## src/rtl/nsc8_display_pkg.sv

```systemverilog
// -----------------------------------------------------------------------------
// nsc8_display_pkg
//   Shared definitions for the output display block:
//     - FSM state encoding for the sequential binary-to-BCD converter
//     - 7-segment codes in {g,f,e,d,c,b,a} order, active-high
//     - Digit count and double-dabble iteration count
//     - seg_decode(): BCD digit to segment pattern
//   Configuration macro (used by output_display): SIGNED_DISPLAY_EN
// -----------------------------------------------------------------------------
package nsc8_display_pkg;

    typedef enum logic [1:0] {
        IDLE   = 2'd0,
        SHIFT  = 2'd1,
        COMMIT = 2'd2
    } bcd_state_e;

    localparam int NUM_DIGITS = 4;
    localparam int BCD_ITER   = 8;

    localparam logic [6:0] SEG_0     = 7'b0111111;
    localparam logic [6:0] SEG_1     = 7'b0000110;
    localparam logic [6:0] SEG_2     = 7'b1011011;
    localparam logic [6:0] SEG_3     = 7'b1001111;
    localparam logic [6:0] SEG_4     = 7'b1100110;
    localparam logic [6:0] SEG_5     = 7'b1101101;
    localparam logic [6:0] SEG_6     = 7'b1111101;
    localparam logic [6:0] SEG_7     = 7'b0000111;
    localparam logic [6:0] SEG_8     = 7'b1111111;
    localparam logic [6:0] SEG_9     = 7'b1101111;
    localparam logic [6:0] SEG_MINUS = 7'b1000000;
    localparam logic [6:0] SEG_BLANK = 7'b0000000;

    // Non-decimal nibbles cannot come out of the converter; they map to blank.
    function automatic logic [6:0] seg_decode(input logic [3:0] digit);
        logic [6:0] pattern;
        case (digit)
            4'd0:    pattern = SEG_0;
            4'd1:    pattern = SEG_1;
            4'd2:    pattern = SEG_2;
            4'd3:    pattern = SEG_3;
            4'd4:    pattern = SEG_4;
            4'd5:    pattern = SEG_5;
            4'd6:    pattern = SEG_6;
            4'd7:    pattern = SEG_7;
            4'd8:    pattern = SEG_8;
            4'd9:    pattern = SEG_9;
            default: pattern = SEG_BLANK;
        endcase
        return pattern;
    endfunction

endpackage

```

## src/rtl/bin_to_bcd_seq.sv

```systemverilog
// -----------------------------------------------------------------------------
// bin_to_bcd_seq
//   Sequential double-dabble converter: 8-bit binary to 3 BCD digits,
//   one iteration per clock.
//   Timing: start_i sampled at E0; iterations on E1..E8; done_o is high
//   for the single cycle after E8 (COMMIT state); busy_o drops at E9.
//   A start_i in any state restarts with the new operand.
//   Ports:
//     clk      base clock
//     reset    asynchronous active-high reset
//     start_i  load bin_i and begin a conversion
//     bin_i    8-bit operand
//     busy_o   conversion in progress (E0 up to E9)
//     done_o   bcd_o is final; consumer latches it on the next edge
//     bcd_o    {hundreds, tens, ones}
// -----------------------------------------------------------------------------
module bin_to_bcd_seq
    import nsc8_display_pkg::*;
(
    input  logic        clk,
    input  logic        reset,
    input  logic        start_i,
    input  logic [7:0]  bin_i,
    output logic        busy_o,
    output logic        done_o,
    output logic [11:0] bcd_o
);

    localparam int ITER_W = $clog2(BCD_ITER);

    bcd_state_e        state_q;
    logic [ITER_W-1:0] iter_q;
    // {hundreds, tens, ones, binary remainder}
    logic [19:0]       sr_q;
    logic [19:0]       sr_adj;
    logic              busy_q;
    logic              done_q;

    // Add-3 correction for every BCD nibble >= 5, applied before the shift.
    // NOTE: combinational logic uses blocking '=' with a full default first,
    // so no latch is inferred; clocked state below uses '<=' only.
    always_comb begin
        sr_adj = sr_q;
        for (int k = 0; k < 3; k++) begin
            if (sr_q[8 + 4*k +: 4] >= 4'd5) begin
                sr_adj[8 + 4*k +: 4] = sr_q[8 + 4*k +: 4] + 4'd3;
            end
        end
    end

    // NOTE: the shift register is reset along with the control state so that
    // an aborted conversion leaves no stale digits behind.
    always_ff @(posedge clk or posedge reset) begin
        if (reset) begin
            state_q <= IDLE;
            iter_q  <= '0;
            sr_q    <= '0;
            busy_q  <= 1'b0;
            done_q  <= 1'b0;
        end else begin
            done_q <= 1'b0;
            if (start_i) begin
                // Latest write wins, including over a pending COMMIT.
                sr_q    <= {12'b0, bin_i};
                iter_q  <= '0;
                state_q <= SHIFT;
                busy_q  <= 1'b1;
            end else begin
                case (state_q)
                    SHIFT: begin
                        sr_q   <= {sr_adj[18:0], 1'b0};
                        iter_q <= iter_q + 1'b1;
                        if (iter_q == ITER_W'(BCD_ITER - 1)) begin
                            state_q <= COMMIT;
                            done_q  <= 1'b1;
                        end
                    end
                    COMMIT: begin
                        state_q <= IDLE;
                        busy_q  <= 1'b0;
                    end
                    default: begin
                        state_q <= IDLE;
                        busy_q  <= 1'b0;
                    end
                endcase
            end
        end
    end

    assign busy_o = busy_q;
    assign done_o = done_q;
    assign bcd_o  = sr_q[19:8];

endmodule

```

## src/rtl/output_display.sv

```systemverilog
// -----------------------------------------------------------------------------
// output_display
//   Captures the bus on the OUT strobe, converts it to BCD and drives a
//   4-digit multiplexed 7-segment display. Runs from the ungated base clock
//   so the result remains visible after the machine halts.
//   Configuration macro: SIGNED_DISPLAY_EN
//     defined   - bus is two's complement; digit3 shows minus for negatives
//     undefined - bus is unsigned 0..255; digit3 is always blank
//   Parameters:
//     SCAN_DIV   cycles each digit stays enabled (>= 2)
//     ACTIVE_LOW 1 inverts seg and an at the pins
//   Ports:
//     clk                  ungated base clock
//     reset                asynchronous active-high reset
//     bus                  shared 8-bit data bus
//     write_enable_output  capture strobe
//     out_value            last captured raw bus value
//     busy                 conversion in progress
//     seg                  segments {g,f,e,d,c,b,a}
//     an                   one-hot digit enable, an[0] = ones
// -----------------------------------------------------------------------------
module output_display
    import nsc8_display_pkg::*;
#(
    parameter int SCAN_DIV   = 1024,
    parameter bit ACTIVE_LOW = 1'b0
) (
    input  logic                  clk,
    input  logic                  reset,
    input  logic [7:0]            bus,
    input  logic                  write_enable_output,
    output logic [7:0]            out_value,
    output logic                  busy,
    output logic [6:0]            seg,
    output logic [NUM_DIGITS-1:0] an
);

    localparam int CNT_W = (SCAN_DIV > 1) ? $clog2(SCAN_DIV) : 1;

    logic [7:0]       out_value_q;
    logic [7:0]       magnitude;
    logic             conv_done;
    logic [11:0]      conv_bcd;
    logic [3:0]       ones_q;
    logic [3:0]       tens_q;
    logic [3:0]       hund_q;
    logic [CNT_W-1:0] scan_cnt_q;
    logic [1:0]       digit_q;
    logic [6:0]       seg_raw;
    logic [3:0]       an_raw;

`ifdef SIGNED_DISPLAY_EN
    logic             sign_q;

    // Two's-complement negate; 8'h80 maps to 8'h80, read as 128.
    assign magnitude = bus[7] ? (~bus + 8'd1) : bus;
`else
    assign magnitude = bus;
`endif

    bin_to_bcd_seq u_bcd (
        .clk     (clk),
        .reset   (reset),
        .start_i (write_enable_output),
        .bin_i   (magnitude),
        .busy_o  (busy),
        .done_o  (conv_done),
        .bcd_o   (conv_bcd)
    );

    // Capture register and display digits. A write on the commit edge
    // restarts the converter, so the stale result must not be latched.
    always_ff @(posedge clk or posedge reset) begin
        if (reset) begin
            out_value_q <= '0;
            ones_q      <= '0;
            tens_q      <= '0;
            hund_q      <= '0;
`ifdef SIGNED_DISPLAY_EN
            sign_q      <= 1'b0;
`endif
        end else begin
            if (write_enable_output) begin
                out_value_q <= bus;
            end
            if (conv_done && !write_enable_output) begin
                hund_q <= conv_bcd[11:8];
                tens_q <= conv_bcd[7:4];
                ones_q <= conv_bcd[3:0];
`ifdef SIGNED_DISPLAY_EN
                // out_value_q still holds the operand being committed.
                sign_q <= out_value_q[7];
`endif
            end
        end
    end

    // Digit scan: free-running, independent of writes and conversions.
    always_ff @(posedge clk or posedge reset) begin
        if (reset) begin
            scan_cnt_q <= '0;
            digit_q    <= '0;
        end else if (scan_cnt_q == CNT_W'(SCAN_DIV - 1)) begin
            scan_cnt_q <= '0;
            digit_q    <= digit_q + 2'd1;
        end else begin
            scan_cnt_q <= scan_cnt_q + 1'b1;
        end
    end

    // Segment select with leading-zero blanking; ones is always shown.
    always_comb begin
        seg_raw = SEG_BLANK;
        an_raw  = 4'b0001 << digit_q;
        case (digit_q)
            2'd0: seg_raw = seg_decode(ones_q);
            2'd1: if (hund_q != 4'd0 || tens_q != 4'd0) seg_raw = seg_decode(tens_q);
            2'd2: if (hund_q != 4'd0) seg_raw = seg_decode(hund_q);
`ifdef SIGNED_DISPLAY_EN
            2'd3: seg_raw = sign_q ? SEG_MINUS : SEG_BLANK;
`endif
            default: seg_raw = SEG_BLANK;
        endcase
    end

    assign seg       = ACTIVE_LOW ? ~seg_raw : seg_raw;
    assign an        = ACTIVE_LOW ? ~an_raw  : an_raw;
    assign out_value = out_value_q;

endmodule

```

## config.mk

```make
export PLATFORM = sky130hd
export DESIGN_NAME = output_display
export DESIGN_NICKNAME = d
export VERILOG_FILES = /design/src/rtl/nsc8_display_pkg.sv /design/src/rtl/bin_to_bcd_seq.sv /design/src/rtl/output_display.sv
export SDC_FILE = /design/constraint.sdc
export NUM_CORES = 1
export LEC_CHECK = 0
export ABC_CLOCK_PERIOD_IN_PS = 4700
export BUFFER_PORTS_ARGS = -buffer_cell sky130_fd_sc_hd__buf_2
export CORE_UTILIZATION = 55
export CTS_CLUSTER_SIZE = 28
export DETAILED_ROUTE_END_ITERATION = 8
export PLACE_DENSITY = 0.76
export SLEW_MARGIN = 20
export SYNTH_ARGS = -nofsm -noshare
export SYNTH_HDL_FRONTEND = slang
export SYNTH_SLANG_ARGS = --single-unit
```

## constraint.sdc

```tcl
create_clock -name clk -period 4.7 [get_ports clk]
set_input_delay 0.705 -clock clk [delete_from_list [all_inputs] [get_ports clk]]
set_output_delay 0.705 -clock clk [all_outputs]
set_load 0.01 [all_outputs]
```

==> results.cfg, run 1 <==
[die]
fp-row-count = 27
coreArea_um2 = 5640
fp.dieH_um = 79.6
fp.dieW_um = 79.6
ios = 31
initial_core_util_pct = 58.7
dieArea_um2 = 6330

[worst_setup_path]
crit_path_end_kind = output port
r2r_slack_ns = 2.92
path_class = flip-flop to output port
cp-start-kind = flip-flop
worstPathMaxFanout = 11
rr_startpoint = scan_cnt_q[0]
reg2reg_depth = 5
cp.arrival_ns = 2.10
r2r-end = digit_q[1]
worstPathRequired_ns = 3.99

[sta]
fin_setup_tns_ns = 0
drv_slew = 0
slew_headroom_pct = 56.3
tightest_slew_ns = 0.656
fin_crit_ns = 2.80
skew_ns = 0.00819
fin_crit_sh_pct = 59.7
setup_viol = 0
fmax_mhz = 357
hold_viol = 0
rsz0062_at_grt = no

[place]
placed_cell_area_um2 = 3490
gp_congestion = 0.823
dp.cells = 432
io_buffers = 30
dp_hpwl_mm = 4.07

[detailed_routing]
routed.top_layer = met4
wl_mm = 5.88
met2WireLength_mm = 2.75
num_vias = 2416
wl_met3_um = 234
post_drt_wl_per_cell_um = 13.1
first_pass_iters = 6
wl_met1_mm = 2.80
avgViaCountPerCell = 5.39
drtIter0Drc = 88
postRouteAntennaNets = 0
drcViolationCount = 0

[global_route]
gr-total-overflow = 0
grt_usage_pct = 21.1
antenna_found_initial = 0
grt_first_pass_wirelength_mm = 10.1
grt_max_degree = 54
grt_pass1_vias = 2354

[cts]
cts_tree = built
cts_buffer_depth = 2
cts_buffers = 9
htree_levels = 3
hold_buffers = 0
clock-sinks = 59
post_cts_resized = 0
clkTransAtPathRegs_ns = 0.07
post_cts_buffers = 0
clk_latency_ns = 0.34
clockRootBuffer = clkbuf_8

[synth]
syn_avg_cell_area_um2 = 9.65
ys_ff_latch = 59
yosys_warnings = 0
synth_area_um2 = 3310
syn-instance-count = 343
yosysSeqAreaShare_pct = 44.6
synth_cell_type_count = 42
syn_nets = 382

[pwr]
leakage_uw = 0.00174
power.density_nw_per_um2 = 316
ir_drop_v = 0.000260

[finish]
final_common_cell = dfrtp_1
multi_input_area_um2 = 1640
n_antenna_cell = 0
nFillCells = 454
final_cell_mix = dfrtp_1, o21ai_0, nand2_1, buf_2, inv_1
postLayoutCoreUtil_pct = 65.6
fin_cells = 448
layout-drive-gt1-share_pct = 17.0
nNetsFinal = 410
area_growth_syn_to_layout_pct = 11.8
seq_area_um2 = 1480
stdcell_area_um2 = 3700

[status]
status = completed

[flow_run]
cap_violations = 0

[worst_hold_path]
hold_class = primary input to async pin
cells in the mapped netlist, drive strengths merged:
master / instances / area [um^2]
o21bai: 1 / 7.51
o211a: 1 / 17.5
mux2: 11 / 124
nor3b: 4 / 30.0
and2: 1 / 6.26
or4: 1 / 11.3
and4: 1 / 8.76
nand3: 6 / 30.0
or2: 1 / 6.26
nand3b: 3 / 22.5
nor2b: 5 / 31.3
o21a: 1 / 7.51
o32ai: 1 / 16.3
a32oi: 1 / 8.76
mux2i: 12 / 120
or3: 5 / 32.5
ha: 28 / 350
and3: 1 / 6.26
a21o: 1 / 7.51
a22oi: 1 / 7.51
nand4: 1 / 6.26
a222oi: 1 / 10.0
a21oi: 18 / 90.1
dfrtp: 59 / 1480
buf: 7 / 51.3
clkbuf: 9 / 33.8
nand2b: 11 / 68.8
o22ai: 5 / 31.3
o21ai: 47 / 235
a211oi: 2 / 15.0
xor2: 3 / 26.3
xnor2: 10 / 87.6
nand2: 32 / 120
nor2: 17 / 63.8
a31oi: 4 / 25.0
nor3: 1 / 5.00
inv: 30 / 113
state kept, by name (all words and copies together) (netlist names):
register,flops
u_bcd.sr_q,20
scan_cnt_q,10
out_value,8
hund_q,4
ones_q,4
tens_q,4
u_bcd.iter_q,3
digit_q,2
u_bcd.state_q,2
u_bcd.busy_o,1
u_bcd.done_o,1
cell type report:
type | instances | area share, %
Multi-Input combinational cell | 238 | 44.2
Sequential cell | 59 | 39.9
Timing Repair Buffer | 33 | 4.66
Clock buffer | 13 | 4.56
Inverter | 30 | 3.04
Tap cell | 72 | 2.43
Clock inverter | 3 | 1.22
per-layer routing:
layer / track usage [%] / vias up
met5: 0 / -
met4: 8.18 / 0
met2: 35.7 / 48
met3: 5.83 / 8
li1: - / 1220
met1: 25.3 / 1140
how the worst max path moves through the flow:
stage / from / end / slack [ns] / cells after the start
4_1_cts: hund_q[3] / seg[2] / 1.89 / 5
5_1_grt: hund_q[1] / seg[2] / 1.74 / 7
3_3_place_gp: hund_q[3] / seg[2] / 2.30 / 5
6_report: hund_q[3] / seg[2] / 1.90 / 5
3_5_place_dp: hund_q[3] / seg[2] / 2.26 / 5
2_1_floorplan: digit_q[0] / seg[5] / 2.47 / 6
worst max-delay path, stage by stage, from the launching register on:
cell and delay [ns]:
dfrtp_1 0.49, or4_4 0.58, o211a_4 0.26, a222oi_1 0.23, nor2_1 0.06, buf_2 0.14
logic make-up after synthesis:
family                     after synthesis  synth area share (%)
adders and majority gates               28                  10.6
and+or+nand+nor                         90                  13.6
DFF                                     59                  44.6
buffers and inverters                   46                  5.97
xor gates and xnor gates                13                  3.44
AOI/OAI and AO/OA                       84                  14.5
muxes                                   23                  7.37
power breakdown:
part | internal, uW | leakage, uW | switching (uW) | total, uW
registers | 533 | 0.000739 | 21.8 | 555
clock network | 288 | 0.000102 | 197 | 485
logic | 54.9 | 0.000900 | 76.6 | 132
per-stage QoR:
stage               power, uW  hold WS, ns  worst slack [ns]
floorplan                 655        0.439              2.47
detailed placement        696        0.465              2.26
finish                   1170        0.235              1.90
global placement          691        0.452              2.30
CTS                      1180        0.224              1.89
global route             1230        0.235              1.74
Power figures use the tool's default switching activity.
==> run 2: changes to the inputs <==
- ABC_CLOCK_PERIOD_IN_PS: 4700 -> 2600
- clock period: 4.7 -> 2.6 ns (I/O delays scaled with it)
==> results.cfg, run 2 (synthesis gave the netlist of run 1 again) <==
[finish]
area_growth_syn_to_layout_pct = 12.1
final_common_cell = dfrtp_1
postLayoutCoreUtil_pct = 65.8
multi_input_area_um2 = 1650
nNetsFinal = 410
top_register = u_bcd.sr_q
largest_reg_flops = 20
seq_area_um2 = 1480
n_antenna_cell = 0
layout-drive-gt1-share_pct = 17.6
stdcell_area_um2 = 3710
nFillCells = 469
fin_cells = 448
final_cell_mix = dfrtp_1, o21ai_0, nand2_1, buf_2, inv_1

[detailed_routing]
wl_mm = 5.93
postRouteAntennaNets = 0
post_drt_wl_per_cell_um = 13.2
drcViolationCount = 0
avgViaCountPerCell = 5.33
num_vias = 2389
first_pass_iters = 5
drtIter0Drc = 125

[cts]
clk_latency_ns = 0.34
clock-sinks = 59
cts_buffer_depth = 2
hold_buffers = 0
post_cts_resized = 0
clockRootBuffer = clkbuf_8
clkTransAtPathRegs_ns = 0.07
cts_tree = built
post_cts_buffers = 0
htree_levels = 3
cts_buffers = 9

[global_route]
top_usage_layer = met2
antenna_found_initial = 0
grt_first_pass_wirelength_mm = 10.2
grt_util_met2_pct = 34.0
grt_usage_pct = 21.1
gr-total-overflow = 0
grt_pass1_vias = 2346
grt_max_degree = 45
grtUsageMet1_pct = 26.4
grtUsageMet3_pct = 5.26

[worst_hold_path]
hold_class = primary input to async pin

[place]
io_buffers = 30
gp_congestion = 0.807
dp_hpwl_mm = 4.15
placed_cell_area_um2 = 3500
dp.cells = 432

[worst_setup_path]
worstPathMaxFanout = 6
rr_startpoint = u_bcd.sr_q[8]
r2r_slack_ns = 0.88
cp-start-kind = flip-flop
crit_path_end_kind = output port
r2r-end = u_bcd.sr_q[10]
worstPathRequired_ns = 2.21
cp.arrival_ns = 2.07
path_class = flip-flop to output port
reg2reg_depth = 6

[flow_run]
cap_violations = 0

[sta]
setup_viol = 0
drv_slew = 0
rsz0062_at_grt = yes
fin_setup_tns_ns = 0
tightest_slew_ns = 0.671
fin_crit_sh_pct = 94.6
hold_viol = 0
fin_crit_ns = 2.46
slew_headroom_pct = 55.1
fmax_mhz = 407
skew_ns = 0.00621

[die]
initial_core_util_pct = 58.7
dieArea_um2 = 6330
fp-row-count = 27
fp.dieH_um = 79.6
coreArea_um2 = 5640
ios = 31
fp.dieW_um = 79.6

[pwr]
ir_drop_v = 0.000450
power.density_nw_per_um2 = 556
finalPower_uw = 2060
leakage_uw = 0.00174

[status]
status = completed
-- run 2: cell types whose count changed in the layout (fill, tap and decap cells not counted), sizes merged --
cell      before  now
clkinvlp       2    1
clkinv         0    3
clkbuf        13   11
-- run 2: per-stage QoR --
stage               setup WS, ns  hold slack [ns]
global route             -0.0359            0.187
CTS                        0.128            0.158
floorplan                  0.687            0.439
detailed placement         0.496            0.459
global placement           0.528            0.453
finish                     0.141            0.138
-- run 2: power by group --
| part | switching, uW | leakage [uW] | internal (uW) |
|---|---|---|---|
| Combinational | 140 | 0.000904 | 103 |
| Sequential | 38.8 | 0.000739 | 964 |
| Clock | 355 | 0.0000991 | 464 |
| Total | 534 | 0.00174 | 1530 |
-- run 2: final cells by class --
cell class              count  area share, %
repair buffers             33           4.99
multi-input cells         238           44.5
clock inverters             5           1.42
well taps                  72           2.43
clock buffers              11           3.81
flip-flops and latches     59           39.8
inverters                  30           3.03
-- run 2: layer usage --
layer	share of wire, %	wire (um)	vias up
met3	4.0	238	14
met5	0	0	-
met1	48	2860	1099
li1	-	-	1217
met2	45	2680	59
met4	2.5	147	0
-- run 2: worst max path at each step --
stage                     from  endpoint  depth (start not counted)
CTS                  hund_q[3]    seg[2]                          5
detailed placement   hund_q[3]    seg[2]                          5
global placement     hund_q[3]    seg[2]                          5
finish               hund_q[1]    seg[6]                          7
floorplan           digit_q[0]    seg[5]                          6
global route         hund_q[1]    seg[2]                          7
-- run 2: critical path: stages, from the launching register on --
cell and delay, ns:
dfrtp_1 0.46, inv_1 0.13, ha_1 0.24, nor2b_2 0.19, o32ai_4 0.19, o21ai_0 0.18, a31oi_1 0.19, buf_2 0.15
==> run 3: changes to the inputs <==
- PLACE_DENSITY: 0.76 -> not set
- PLACE_DENSITY_LB_ADDON: not set -> 0.3
==> results.cfg, run 3 (synthesis gave the netlist of run 1 again) <==
[detailed_routing]
wl_mm = 5.91
drtIter0Drc = 111
avgViaCountPerCell = 5.53
postRouteAntennaNets = 0
post_drt_wl_per_cell_um = 13.2
first_pass_iters = 4
drcViolationCount = 0
num_vias = 2485

[worst_setup_path]
crit_path_end_kind = output port
cp.buffers_inverters = 1
cp-start-kind = flip-flop
crit_chain = or4_4 > o211a_4 > a222oi_1 > nor2_1 > buf_2
crit_path_top_delay_cell = or4_4
worstPathRequired_ns = 2.21
cp_top_family = simple AND/OR/NAND/NOR gates
cp.arrival_ns = 2.10
worstPathMaxFanout = 11
worst_path_largest_cell_delay_ns = 0.58
path_class = flip-flop to output port

[global_route]
grt_pass1_vias = 2421
gr-total-overflow = 0
antenna_found_initial = 0
grt_max_degree = 45
grt_first_pass_wirelength_mm = 10.4
grt_usage_pct = 21.5

[status]
status = completed

[finish]
final_common_cell = dfrtp_1
stdcell_area_um2 = 3730
layout-drive-gt1-share_pct = 17.8
area_growth_syn_to_layout_pct = 12.8
top_register = u_bcd.sr_q
n_antenna_cell = 0
largest_reg_flops = 20
final_cell_mix = dfrtp_1, o21ai_0, nand2_1, buf_2, inv_1
postLayoutCoreUtil_pct = 66.2
nNetsFinal = 411

[cts]
clockRootBuffer = clkbuf_8
post_cts_buffers = 0
cts_buffer_depth = 2
cts_buffers = 9
clkTransAtPathRegs_ns = 0.07
htree_levels = 3
clk_latency_ns = 0.34
clock-sinks = 59
cts_tree = built

[die]
initial_core_util_pct = 58.7
fp-row-count = 27
fp.dieH_um = 79.6
ios = 31
dieArea_um2 = 6330
coreArea_um2 = 5640
fp.dieW_um = 79.6

[sta]
fin_setup_tns_ns = 0
fin_crit_sh_pct = 95.9
skew_ns = 0.0119
tightest_slew_ns = 0.712
fin_crit_ns = 2.49
setup_viol = 0
slew_headroom_pct = 52.3
rsz0062_at_grt = yes
hold_viol = 0
drv_slew = 0
fmax_mhz = 401

[place]
gp_congestion = 0.799
io_buffers = 30
placed_cell_area_um2 = 3510
dp_hpwl_mm = 4.24

[pwr]
finalPower_uw = 2130
ir_drop_v = 0.000499
power.density_nw_per_um2 = 571
leakage_uw = 0.00175

[flow_run]
cap_violations = 0

[worst_hold_path]
hold_class = primary input to async pin
## run 3: path summary, 6_finish.rpt
check	cells past startpoint	end	slack, ns	start
min in group clk	3	u_bcd.sr_q[4]	0.28	bus[4]
setup / recovery	5	seg[2]	0.11	hund_q[3]
hold reg to reg	1	scan_cnt_q[8]	0.47	scan_cnt_q[8]
hold / removal	2	scan_cnt_q[8]	0.13	reset
max in group asynchronous	3	u_bcd.sr_q[12]	1.87	reset
setup reg to reg	5	digit_q[1]	0.89	scan_cnt_q[1]
## run 3: final cells by class
| cell class | instances | area (um^2) |
|---|---|---|
| clock inverters | 5 | 77.6 |
| clock buffers | 11 | 131 |
| fillers | 457 | 1910 |
| inverters | 30 | 113 |
| repair buffers | 34 | 193 |
| multi-input cells | 238 | 1650 |
| well taps | 72 | 90.1 |
| flip-flops and latches | 59 | 1480 |
## run 3: through the flow
stage,hold slack (ns),cells,setup WS (ns)
after floorplan,0.439,343,0.687
after global placement,0.457,433,0.528
after detailed placement,0.461,433,0.486
after CTS,0.152,449,0.109
after global routing,0.171,449,-0.00957
final,0.133,449,0.106
## run 3: worst reg2reg max path: cells and delay by family, from the launching register on
family,cells,cell delay (ns)
adders and majority gates,1,0.22
buffers and inverters,1,0.06
DFF,1,0.39
muxes,1,0.37
and+or+nand+nor,2,0.57
## run 3: metal layers
layer / part of all wire (%) / vias to the layer above / global-route usage [%]
met5: 0 / - / 0
met4: 1.6 / 0 / 9.09
met3: 3.8 / 10 / 5.71
met2: 49 / 57 / 36.3
met1: 46 / 1194 / 25.7
li1: - / 1224 / -
## run 3: report_power, final
group	internal, uW	switching, uW	total, uW
Combinational	103	139	242
Clock	537	349	885
Sequential	964	39.7	1000
## run 3: timing repair
| item | CTS | global route |
|---|---|---|
| hold buffers | 0 | 0 |
| resized for setup | 0 | 3 |
| setup endpoints to repair | 0 | 4 |
